[src/rtl/pixel_region_logic_param.sv]
// rtl/pixel_region_logic_param.sv - pixel region: hit time-stamping, ToT, latency buffer and token readout
// Optional lost-hit counter is built when PIXREG_OVFCNT_EN is defined.
module pixel_region_logic_param #(
    parameter int NPIX      = 4,
    parameter int TOT_W     = 4,
    parameter int MEM_DEPTH = 8,
    parameter int LAT_W     = 9,
    parameter int TRIG_W    = 5
) (
    input  logic                    Clk,
    input  logic                    Reset,
    input  logic [NPIX-1:0]         Hit,
    input  logic [NPIX-1:0]         PwrDwn,
    input  logic [LAT_W-1:0]        LatCnt,
    input  logic [LAT_W-1:0]        LatCntReq,
    input  logic                    L1Trig,
    input  logic [TRIG_W-1:0]       TrigId,
    input  logic [TRIG_W-1:0]       TrigIdReq,
    input  logic                    Read,
    input  logic                    TokIn,
    output logic                    TokOut,
    output logic [NPIX*TOT_W-1:0]   DataToCore,
    output logic [7:0]              OvfCnt
);

    localparam int SW = (MEM_DEPTH > 1) ? $clog2(MEM_DEPTH) : 1;

    typedef enum logic [1:0] {S_FREE, S_WAIT, S_TRIG} slot_state_e;

    slot_state_e             st_q   [MEM_DEPTH];
    slot_state_e             st_d   [MEM_DEPTH];
    logic [LAT_W-1:0]        ts_q   [MEM_DEPTH];
    logic [LAT_W-1:0]        ts_d   [MEM_DEPTH];
    logic [TRIG_W-1:0]       tid_q  [MEM_DEPTH];
    logic [TRIG_W-1:0]       tid_d  [MEM_DEPTH];
    logic [NPIX-1:0]         mask_q [MEM_DEPTH];
    logic [NPIX-1:0]         mask_d [MEM_DEPTH];
    logic [TOT_W-1:0]        tot_q  [MEM_DEPTH][NPIX];
    logic [TOT_W-1:0]        tot_d  [MEM_DEPTH][NPIX];

    // Per-pixel link to the slot whose ToT the pixel is still counting
    logic [NPIX-1:0]         active_q, active_d;
    logic [SW-1:0]           cur_q  [NPIX];
    logic [SW-1:0]           cur_d  [NPIX];
    logic [NPIX-1:0]         hit_q;

    logic [NPIX-1:0]         hit_m, le;
    logic                    region_off;
    logic                    free_any, pend_any, alloc_en, alloc_fail, rd_en;
    logic [SW-1:0]           alloc_idx, rd_idx;
    logic [MEM_DEPTH-1:0]    expire;
    logic [LAT_W-1:0]        age;

    assign region_off = &PwrDwn;
    assign hit_m      = Hit & ~PwrDwn;
    assign le         = hit_m & ~hit_q;

    always_comb begin
        free_any  = 1'b0;
        alloc_idx = '0;
        pend_any  = 1'b0;
        rd_idx    = '0;
        expire    = '0;
        age       = '0;
        for (int i = MEM_DEPTH - 1; i >= 0; i--) begin
            if (st_q[i] == S_FREE) begin
                free_any  = 1'b1;
                alloc_idx = SW'(i);
            end
            if (st_q[i] == S_TRIG && tid_q[i] == TrigIdReq && !region_off) begin
                pend_any = 1'b1;
                rd_idx   = SW'(i);
            end
        end
        for (int i = 0; i < MEM_DEPTH; i++) begin
            age       = LatCnt - ts_q[i];
            expire[i] = (st_q[i] == S_WAIT) && (age == LatCntReq);
        end
    end

    assign alloc_en   = (|le) && free_any && !region_off;
    assign alloc_fail = (|le) && !free_any && !region_off;
    assign rd_en      = Read && !TokIn && pend_any;
    assign TokOut     = TokIn | pend_any;

    always_comb begin
        DataToCore = '0;
        if (rd_en) begin
            for (int p = 0; p < NPIX; p++) begin
                DataToCore[p*TOT_W +: TOT_W] = tot_q[rd_idx][p] & {TOT_W{mask_q[rd_idx][p]}};
            end
        end
    end

    always_comb begin
        st_d     = st_q;
        ts_d     = ts_q;
        tid_d    = tid_q;
        mask_d   = mask_q;
        tot_d    = tot_q;
        active_d = active_q;
        cur_d    = cur_q;

        for (int i = 0; i < MEM_DEPTH; i++) begin
            if (expire[i]) begin
                if (L1Trig) begin
                    st_d[i]  = S_TRIG;
                    tid_d[i] = TrigId;
                end else begin
                    st_d[i]   = S_FREE;
                    ts_d[i]   = '0;
                    tid_d[i]  = '0;
                    mask_d[i] = '0;
                    for (int p = 0; p < NPIX; p++) tot_d[i][p] = '0;
                end
            end
            if (rd_en && rd_idx == SW'(i)) begin
                st_d[i]   = S_FREE;
                ts_d[i]   = '0;
                tid_d[i]  = '0;
                mask_d[i] = '0;
                for (int p = 0; p < NPIX; p++) tot_d[i][p] = '0;
            end
        end

        // ToT counts only while the owning slot is in WAIT and not leaving it this cycle
        for (int p = 0; p < NPIX; p++) begin
            if (active_q[p]) begin
                if (!hit_m[p] || st_q[cur_q[p]] != S_WAIT || expire[cur_q[p]]) begin
                    active_d[p] = 1'b0;
                end else if (tot_q[cur_q[p]][p] != {TOT_W{1'b1}}) begin
                    tot_d[cur_q[p]][p] = tot_q[cur_q[p]][p] + TOT_W'(1);
                end
            end
        end

        if (alloc_en) begin
            st_d[alloc_idx]   = S_WAIT;
            ts_d[alloc_idx]   = LatCnt;
            tid_d[alloc_idx]  = '0;
            mask_d[alloc_idx] = le;
            for (int p = 0; p < NPIX; p++) begin
                tot_d[alloc_idx][p] = le[p] ? TOT_W'(1) : '0;
            end
        end
        for (int p = 0; p < NPIX; p++) begin
            if (le[p]) begin
                active_d[p] = alloc_en;
                cur_d[p]    = alloc_idx;
            end
        end
    end

    always_ff @(posedge Clk or negedge Reset) begin
        if (!Reset) begin
            for (int i = 0; i < MEM_DEPTH; i++) begin
                st_q[i]   <= S_FREE;
                ts_q[i]   <= '0;
                tid_q[i]  <= '0;
                mask_q[i] <= '0;
                for (int p = 0; p < NPIX; p++) tot_q[i][p] <= '0;
            end
            for (int p = 0; p < NPIX; p++) cur_q[p] <= '0;
            active_q <= '0;
            hit_q    <= '0;
        end else begin
            st_q     <= st_d;
            ts_q     <= ts_d;
            tid_q    <= tid_d;
            mask_q   <= mask_d;
            tot_q    <= tot_d;
            cur_q    <= cur_d;
            active_q <= active_d;
            hit_q    <= hit_m;
        end
    end

`ifdef PIXREG_OVFCNT_EN
    logic [7:0] ovf_q, ovf_d;
    logic [9:0] lost, ovf_sum;

    always_comb begin
        lost = '0;
        for (int p = 0; p < NPIX; p++) lost = lost + 10'(le[p]);
        ovf_sum = {2'b00, ovf_q} + lost;
        ovf_d   = ovf_q;
        if (alloc_fail) ovf_d = (ovf_sum > 10'd255) ? 8'hFF : ovf_sum[7:0];
    end

    always_ff @(posedge Clk or negedge Reset) begin
        if (!Reset) ovf_q <= '0;
        else        ovf_q <= ovf_d;
    end

    assign OvfCnt = ovf_q;
`else
    logic unused_ovf;
    assign unused_ovf = alloc_fail;
    assign OvfCnt     = '0;
`endif

endmodule

[config.mk]
export PLATFORM = sky130hd
export DESIGN_NAME = pixel_region_logic_param
export DESIGN_NICKNAME = d
export VERILOG_FILES = /design/src/rtl/pixel_region_logic_param.sv
export SDC_FILE = /design/constraint.sdc
export NUM_CORES = 1
export LEC_CHECK = 0
export CAP_MARGIN = 20
export CORE_ASPECT_RATIO = 1.25
export CORE_MARGIN = 2
export CORE_UTILIZATION = 58
export DETAILED_ROUTE_END_ITERATION = 8
export DONT_BUFFER_PORTS = 1
export GPL_ROUTABILITY_DRIVEN = 0
export PLACE_DENSITY = 0.71
export SLEW_MARGIN = 20
export SYNTH_ARGS = -nofsm -noshare
export SYNTH_HDL_FRONTEND = slang
export SYNTH_SLANG_ARGS = --single-unit
[constraint.sdc]
create_clock -name Clk -period 8.8 [get_ports Clk]
set_input_delay 2.2 -clock Clk [delete_from_list [all_inputs] [get_ports Clk]]
set_output_delay 2.2 -clock Clk [all_outputs]
set_load 0.005 [all_outputs]
==> results.ini <==
[clock_network]
clk_latency_ns = 0.56
cts_setup_buffers = 0
cts_buffer_depth = 3
numCtsBuffers = 35
htree_levels = 2
cts.clk_slew.worst_paths_ns = 0.06
hold_buffers = 0
root_buffer = clkbuf_16
cts_tree = built
clock_sinks = 308
cts_resized = 0

[worst_setup_path]
critPathLaunchType = input port
required_ns = 6.60
endpoint_kind = output port
cp.arrival_ns = 5.56
critical_path_class = in -> out
crit_fanout = 13

[timing]
worstMarginPinSlew_ns = 1.14
hold_viol_final = 0
fmax_mhz = 129
setup_viol = 0
post-route-period-util_pct = 88.1
slew_violations = 0
slew_headroom_pct = 23.5
grt_setup_unrepaired = no
clock_skew_ns = 0.0347
tns_ns = 0
fin_crit_ns = 7.76

[layout]
mostFrequentLayoutCell = dfrtp_1
most-common-layout-cells = dfrtp_1, nand2_1, nor2_1, a21oi_1, nand3_1
drive_gt1_share_pct = 8.66
multiInputGateArea_mm2 = 0.0127
fin_nets = 2441
final_cell_area_mm2 = 0.0228
nFillCells = 3132
final-seq-area_mm2 = 0.00771
synthToLayoutAreaGrowth_pct = 6.87

[power_and_ir_drop]
ir_worst_vdd_uv = 218
power-per-cell-area_mw_per_mm2 = 295
leakage_nw = 9.69

[synth]
ys.warnings.count = 0
syn_avg_cell_area_um2 = 8.94
syn_area_mm2 = 0.0213
yosys-top-cells-area = dfrtp_1, nand2_1, mux2i_1
synthArstFlopShare_pct = 100
yosysTopAreaCellShare_pct = 36.1
synth_seq_cells = 308
ys_seq_area_share_pct = 36.1
syn_inst = 2388
yosysTopAreaCell = dfrtp_1
synth_edf_count = 0
yosysUniqueCellTypes = 96
synth_ff_type = dfrtp_1

[floorplan]
ios = 66
start_util_pct = 58.8
die_y_um = 218
die_area_mm2 = 0.0383
core_area_mm2 = 0.0363
rows = 78
die_x_um = 176

[drt]
vias = 20000
firstDrtPassIters = 8
via_per_inst = 7.07
drcViolationCount = 0
wl_um = 78400
ant_nets = 0
first_iter_violations = 2774
wire_per_inst_um = 27.7

[place]
port_buffers = 0
dpl_cell_area_mm2 = 0.0217
dp_hpwl_um = 52400

[flow_run]
maxCapViolCount = 0

[grt]
grt_pass1_vias = 19400
grt_start_max_net_pins = 309
grt_usage_pct = 40.7
grt_first_pass_wirelength_um = 118000
antenna_found_initial = 5
grt_overflow_total = 0

[run_status]
outcome = complete, no violations

[worst_hold_path]
holdCritPathClass = reg -> reg

==> logic make-up (layout without fill, tap and decap cells) <==
group	count (synthesis)	after routing	share of synthesized area [%]
flip-flops	308	308	36.1
multiplexers	152	152	9.03
adder cells (fa/ha/maj)	76	76	4.74
XOR/XNOR	144	144	6.12
AND/OR/NAND/NOR	853	853	19.7
AO/OA/AOI/OAI	607	607	19.5
buffers and inverters	247	197	4.79
other	1	11	0.0176
==> flip-flops by register name, indices dropped and copies added, names as in the netlist <==
register	cells
mask_q	32
cur_q	12
hit_q	4
tid_q	40
active_q	4
st_q	16
ts_q	72
tot_q	128
==> synthesized netlist by cell type (34+ instances only) <==
cell	number
o21ai_0	103
a21oi_1	130
nor2_1	183
ha_1	68
buf_2	44
xor2_1	73
dfrtp_1	308
nand2_1	263
mux2i_1	98
a21o_1	35
xnor2_1	68
nor2b_1	39
inv_1	93
a31oi_1	34
nand3_1	115
o221ai_1	40
clkbuf_1	84
==> per-layer routing <==
layer  up-vias  track usage, %  part of all wire [%]
met3       456            12.5                    12
met5         -               0                 0.017
met1      9550            48.8                    36
met2      1446            62.6                    44
met4         2            28.6                   8.6
li1       8549               -                     -
==> critical path, cell delays in order <==
cell	delay, ns
nand4_1	0.46
and4_1	0.57
nor4_1	0.44
buf_4	0.20
and3_1	0.74
o221ai_1	0.33
o22a_1	0.28
a211oi_1	0.32
==> worst paths after layout <==
kind / startpoint / endpoint / slack (ns) / cells after the start
worst max-delay path: PwrDwn[2] / DataToCore[4] / 1.04 / 8
worst min-delay path: mask_q[9] / mask_q[9] / 0.48 / 2
worst max register to register: cur_q[4] / tot_q[36] / 4.14 / 11
worst min register to register: mask_q[9] / mask_q[9] / 0.48 / 2
max in group asynchronous: Reset / ts_q[31] / 7.04 / 0
min in group asynchronous: Reset / ts_q[67] / 1.37 / 0
==> report_power, final <==
part	internal, mW	switching (mW)
clock	0.824	0.616
combinational	1.19	1.81
sequential	1.80	0.493
total	3.81	2.91
==> through the flow <==
step	utilization, %	instances	worst slack (ns)	hold WS, ns	power, mW
3_5_place_dp	59.8	2766	1.18	0.461	5.15
6_report	62.8	2828	1.04	0.481	6.73
4_1_cts	62.8	2824	1.08	0.474	6.59
3_3_place_gp	59.8	2765	1.23	0.456	5.06
2_1_floorplan	-	2395	2.02	0.441	4.35
5_1_grt	62.8	2825	0.929	0.505	7.06
==> layout make-up <==
type	count	area share [%]
sequential	308	33.8
timing repair buffer	43	1.43
clock buffer	49	4.25
clock inverter	9	0.444
antenna	3	0.0329
multi-input combinational	1840	55.8
tap	480	2.63
inverter	96	1.58
Power figures use the tool's default switching activity.
